$ cat config.mk
export PLATFORM = sky130hd
export DESIGN_NAME = dac_sweep_sequencer
export DESIGN_NICKNAME = d
export VERILOG_FILES = /design/src/rtl/dac_sweep_sequencer.sv
export SDC_FILE = /design/constraint.sdc
export NUM_CORES = 1
export LEC_CHECK = 0
export CORE_AREA = 4 4 76 78
export CTS_CLUSTER_SIZE = 14
export DETAILED_ROUTE_END_ITERATION = 12
export DIE_AREA = 0 0 80 82
export GPL_TIMING_DRIVEN = 0
export PLACE_DENSITY = 0.71
export SYNTH_ARGS = -nofsm -noshare
export SYNTH_HDL_FRONTEND = slang
export SYNTH_SLANG_ARGS = --single-unit
$ cat constraint.sdc
create_clock -name clk -period 4.3 [get_ports clk]
set_input_delay 0.43 -clock clk [delete_from_list [all_inputs] [get_ports clk]]
set_output_delay 0.43 -clock clk [all_outputs]
set_load 0.01 [all_outputs]
$ cat src/rtl/dac_sweep_sequencer.sv
// dac_sweep_sequencer: shifts RANGE_BINS clutter samples per trigger out to the serial DAC as 32-bit SPI frames
module dac_sweep_sequencer #(
  parameter int DATA_W = 12,
  parameter int CLK_DIV = 2,
  parameter int RANGE_BINS = 256,
  parameter int BIN_W = 9,
  parameter logic [3:0] DAC_CMD = 4'b0011,
  parameter logic [3:0] DAC_ADDR = 4'b0000,
  parameter logic [DATA_W-1:0] ZERO_LEVEL = '0
) (
  input  logic              clk,
  input  logic              rst,
  input  logic              trig,
  input  logic [DATA_W-1:0] smp_data,
  input  logic              smp_valid,
  output logic              smp_ready,
  output logic              DACin,
  output logic              DACclk,
  output logic              DAC_CS,
  output logic              DAC_CLR,
  output logic              busy,
  output logic [BIN_W-1:0]  bin_cnt,
  output logic              underrun
);
  localparam int FRAME_W = DATA_W + 20;
  localparam int CNT_W = $clog2(FRAME_W);
  localparam int DIV_W = $clog2(CLK_DIV + 1);
  typedef enum logic [1:0] {IDLE, LOAD, SHIFT, GAP} state_t;
  state_t state;
  logic trig_d;
  logic [DIV_W-1:0] div_cnt;
  logic [CNT_W-1:0] bit_cnt;
  logic [FRAME_W-1:0] sr, frame;
  logic [DATA_W-1:0] smp;
  logic div_end;
  always_comb begin
    smp = smp_valid ? smp_data : ZERO_LEVEL;
    frame = {8'h00, DAC_CMD, DAC_ADDR, smp, 4'h0};
    div_end = div_cnt == DIV_W'(CLK_DIV - 1);
  end
  always_ff @(posedge clk or posedge rst) begin
    if (rst) begin
      state <= IDLE;
      trig_d <= 1'b0;
      div_cnt <= '0;
      bit_cnt <= '0;
      sr <= '0;
      smp_ready <= 1'b0;
      DACin <= 1'b0;
      DACclk <= 1'b0;
      DAC_CS <= 1'b1;
      DAC_CLR <= 1'b0;
      busy <= 1'b0;
      bin_cnt <= '0;
      underrun <= 1'b0;
    end else begin
      trig_d <= trig;
      DAC_CLR <= 1'b1;
      smp_ready <= 1'b0;
      case (state)
        IDLE: if (trig && !trig_d) begin
          state <= LOAD;
          bin_cnt <= '0;
          underrun <= 1'b0;
          busy <= 1'b1;
        end
        LOAD: begin
          smp_ready <= smp_valid;
          underrun <= underrun | ~smp_valid;
          DAC_CS <= 1'b0;
          DACin <= frame[FRAME_W-1];
          sr <= frame << 1;
          DACclk <= 1'b0;
          div_cnt <= '0;
          bit_cnt <= CNT_W'(FRAME_W - 1);
          state <= SHIFT;
        end
        SHIFT: begin
          div_cnt <= div_end ? '0 : div_cnt + 1'b1;
          // new bit is presented on the falling edge so the DAC samples it mid-bit on the rise
          if (div_end && !DACclk) DACclk <= 1'b1;
          else if (div_end) begin
            DACclk <= 1'b0;
            if (bit_cnt == '0) begin
              DAC_CS <= 1'b1;
              DACin <= 1'b0;
              state <= GAP;
            end else begin
              DACin <= sr[FRAME_W-1];
              sr <= sr << 1;
              bit_cnt <= bit_cnt - 1'b1;
            end
          end
        end
        GAP: begin
          div_cnt <= div_end ? '0 : div_cnt + 1'b1;
          if (div_end && bin_cnt == BIN_W'(RANGE_BINS - 1)) begin
            busy <= 1'b0;
            state <= IDLE;
          end else if (div_end) begin
            bin_cnt <= bin_cnt + 1'b1;
            state <= LOAD;
          end
        end
        default: state <= IDLE;
      endcase
    end
  end
endmodule

Word-level counts from Yosys, hierarchy flattened
Cells that the tools add are included.

word-level totals
  register bits = 58
  latch bits = 0
  memory bits (writable) = 0
  memory bits (read-only) = 0
  input port bits = 16
  output and inout port bits = 16
  word-level logic and storage cells = 92
  memories = 0

cells by class
  $add $sub $neg = 3
  multipliers = 0
  div/mod/pow operators = 0
  $lt $le $gt $ge = 0
  equality and inequality tests = 15
  shift-type cells = 0
  muxes and demuxes = 39
  bitwise logic cells = 2
  reduce and logical (&&, ||, !) cells = 20

operator list
  cell                                                 count
  two-way mux 32 bit                                   3
  one-hot mux 32 bit (2 select lines)                  1
  two-way mux 9 bit                                    3
  one-hot mux 9 bit (2 select lines)                   1
  inequality test 2 bit, second input constant         8
  two-way mux 5 bit                                    3
  two-way mux 2 bit                                    7
  two-way mux 1 bit                                    12
  two-way mux 12 bit                                   1
  AND reduction 4 bit                                  3
  one-hot mux 1 bit (2 select lines)                   5
  one-hot mux 5 bit (2 select lines)                   1
  adder 9 x 1 -> 9 bit, second input constant          1
  equality test 9 x 8 -> 1 bit, second input constant  1
  one-hot mux 2 bit (4 select lines)                   1
  nonzero test 2 bit                                   4
  inequality test 3 bit, second input constant         2
  AND reduction 3 bit                                  2
  zero test 5 bit                                      1
  AND reduction 5 bit                                  1
  subtractor 5 x 1 -> 5 bit, second input constant     1
  equality test 2 x 1 -> 1 bit, second input constant  2
  equality test 2 bit, second input constant           2
  one-hot mux 2 bit (2 select lines)                   1
  other kinds (8)                                      12

Depth between registers and ports, before layout
  depth after elaboration = 5
  mapped depth = 9
  mapped depth without buffers = 8

Worst setup path after synthesis
Ideal clock, no wire load.

  kind = flip-flop to flip-flop
  from = register bin_cnt[0]
  to = register bin_cnt[4]
  arrival = 2,032 ps
  data required time = 4,223 ps
  slack = 2,190 ps
  stages on the path, launching flop included = 10
  path buffers = 1
  period minus slack after synthesis = 2,110 ps
  cells stage by stage = dfrtp_1 -> ha_1 -> nand3_1 -> nor2_1 -> ha_1 -> and4bb_1 -> o22ai_1 -> clkbuf_1 -> or3_1 -> a21oi_1

on the way
  cells in the longest elaborated chain, start to end = 4

ends and longest elaborated chain
  element                                                                    line     RTL
  start: declaration                                                         22       output logic [BIN_W-1:0] bin_cnt,
  start signal: assignment                                                   101      bin_cnt <= bin_cnt + 1'b1;
  adder 9 x 1 -> 9 bit or equality test 9 x 8 -> 1 bit (tied branches)       101, 97
  two-way mux 9 bit or logical AND 1 bit (tied branches)                     100, 97
  two-way mux 9 bit or inequality test 2 bit (tied branches)                 -
  one-hot mux 9 bit (2 select lines) or AND reduction 4 bit (tied branches)  -

Parallel ways exist; a longest one is shown, timed or not. The select of a mux whose other input is x is not followed.
A chain may end at the register's enable or synchronous reset.

Worst setup path in the final report
Ends and elaborated chain as after synthesis.

==> results.ini <==
[timing]
rsz0062_at_grt=false
finalCriticalPeriod_ns=2.32
fin_skew_ns=0.00927
tns_ns=0
fin_crit_sh_pct=54.0
max_slew_margin_pct=58.5
fmax_mhz=430
final-max-slew-violation-count=0
final-hold-violation-count=0
finalSetupViolCount=0
worst_slew_pin_slew_ns=0.621

[synthesis]
netlist_instances=234
yosys_warnings=0
syn_area_um2=2460
async_reset_ff_share_pct=100
ys_ff_latch=53
synth_fp_nets=257
synth_top_area_share_pct=52.8
avgSynthCellArea_um2=10.5
synth_edf_count=0
synth_seq_area_share_pct=53.9
ys_top_cells_by_area=dfrtp_1 (53%), a22o_1 (4.6%), nor2_1 (4.3%)
synth_ff_type=dfrtp_1
yosysUniqueCellTypes=47
synth_area_leader_cell=dfrtp_1

[worst_setup_path]
r2r_slack_ns=1.98
reg2reg_depth=9
crit_chain=ha_1 -> nand3_1 -> nor2_1 -> ha_1 -> and4bb_1 -> o22ai_1 -> clkbuf_1 -> or3_1 -> a21oi_1
r2r_start=bin_cnt[0]
cp-end-kind=register
cp_slowest_cell=dfrtp_1
critPathMaxFanout=10
crit_path_frequent_cell=ha_1
worstPathRequired_ns=4.55
worst_path_largest_cell_delay_ns=0.44
rr_endpoint=bin_cnt[4]
critPathKind=reg2reg
start_kind=register
cp.arrival_ns=2.57

[place]
numPortBuffers=31
place_congestion=0.823
place_hpwl_mm=3.48
placed_area_um2=2880

[power]
ir_drop_v=0.000145
power.total_uw=840
p_sw_share_pct=23.2
power_switching_uw=195
combPwrFrac_pct=4.4
intPower_uw=645
p_leak_nw=1.37
seqPwrFrac_pct=60.7
clkPwrFrac_pct=35.0
p_per_area_nw_per_um2=282

[run]
cap_violations=0

[clock_tree]
cts_resized=0
cts_sinks=53
clk_pin_slew_ns=0.10
clock_path_buffers=2
htree_levels=2
numCtsBuffers=5
cts_hold_buf=0
cts_setup_buffers=0
root_buffer=clkbuf_8
worstSkewPairLatency_ns=0.32
cts_tree=yes

[floorplan]
ios=32
coreArea_um2=5070
dieHeight_um=82
dieArea_um2=6560
num_rows=26
dieWidth_um=80
initial_core_util_pct=48.6

[route]
first_pass_iters=4
drt-initial-drc-count=101
routed_wl_mm=4.91
drc=0
via_per_inst=5.32
routedWlPerCell_um=14.3
vias=1830
drt.antenna.violating_nets=0

[final_layout]
fin_area_um2=2980
layout_common_cells=dfrtp_1 (52), clkdlybuf4s50_1 (31), nor2_1 (28)
nNetsFinal=296
final_common_cell=dfrtp_1
antenna_cells=0
fillers=457
drive_above_1_share_pct=9.12
area_growth_pct=20.8

[grt]
grt_pass1_vias=1917
grt_max_degree=35
grt-ovfl-total=0
grt_pass1_wl_mm=8.56
antenna_found_initial=0
track_usage_pct=16.8

[min_path]
hp-class=in2async

[outcome]
status=finished clean

final cells by class:
class	count	area, um2	area share, %
sequential	53	1330	44.6
clock inverter	3	25.0	0.841
multi-input combinational	160	1030	34.5
inverter	11	41.3	1.39
clock buffer	5	68.8	2.31
tap	70	87.6	2.94
buffer	10	68.8	2.31
timing repair buffer	32	330	11.1
power groups by stage:
stage               logic (mW)  clock network (mW)  registers, mW
global placement        0.0351                   0          0.519
CTS                     0.0377               0.304          0.509
detailed placement      0.0374                   0          0.519
floorplan               0.0146                   0          0.518
finish                  0.0366               0.294          0.509
global route            0.0411               0.324          0.510
synth_stat cells, types with 2 or more instances:
cell type and count:
a221oi_1 11, o21ai_0 10, nor2_1 28, mux2_1 2, nand3_1 9, o32a_1 2
o21ai_1 5, a21oi_1 8, o22ai_1 2, buf_6 3, nor2b_1 5, dfrtp_1 52
nand2_1 23, a22oi_1 2, or3_1 2, ha_1 7, inv_1 11, nand4b_1 2
buf_2 4, nand2b_1 5, a22o_1 13, and3_1 2, and2_1 2
how the worst max path moves through the flow:
stage / endpoint / start / cells past startpoint
floorplan: bin_cnt[4] / bin_cnt[0] / 9
global placement: sr[12] / rst / 2
detailed placement: bin_cnt[4] / bin_cnt[0] / 9
CTS: bin_cnt[4] / bin_cnt[0] / 9
global route: bin_cnt[4] / bin_cnt[2] / 9
finish: bin_cnt[4] / bin_cnt[0] / 9
cell families after synthesis:
group,Yosys count,synth area share (%)
compound gates,62,18.6
xor+xnor,2,0.711
fa+ha+maj,7,3.55
buf+inv,21,4.47
flops,53,53.9
mux,2,0.914
other cells,1,0.152
simple gates,86,17.8
critical path, delay by kind of cell, from the launching register on:
kind,cells,cell delay [ns]
compound gates,2,0.23
simple gates,4,0.87
fa+ha+maj,2,0.48
buf+inv,1,0.23
flops,1,0.44
registers in the layout (all words and copies together) (netlist names):
name and flops:
bin_cnt 9, DACin 1, div_cnt 2, sr 27
DAC_CLR 1, state 2, smp_ready 1, underrun 1
trig_d 1, DACclk 1, bit_cnt 5, DAC_CS 1
busy 1
layer usage:
metal	part of all wire [%]	track usage, %	wire length (um)	vias up
li1	-	-	-	915
met1	49	20.9	2390	879
met2	46	28.0	2250	29
met3	3.9	4.06	194	7
met4	1.6	7.09	78	0
met5	0	0	0	-
stage by stage:
stage          hold slack, ns  util [%]  instances  setup WS (ns)
2_1_floorplan           0.438         -        234           2.19
3_3_place_gp            0.455      56.4        335           1.57
3_5_place_dp            0.462      56.8        336           2.00
4_1_cts                 0.427      58.7        344           1.96
5_1_grt                 0.451      58.7        344           1.67
6_report                0.419      58.7        344           1.98
Power figures use the tool's default switching activity.
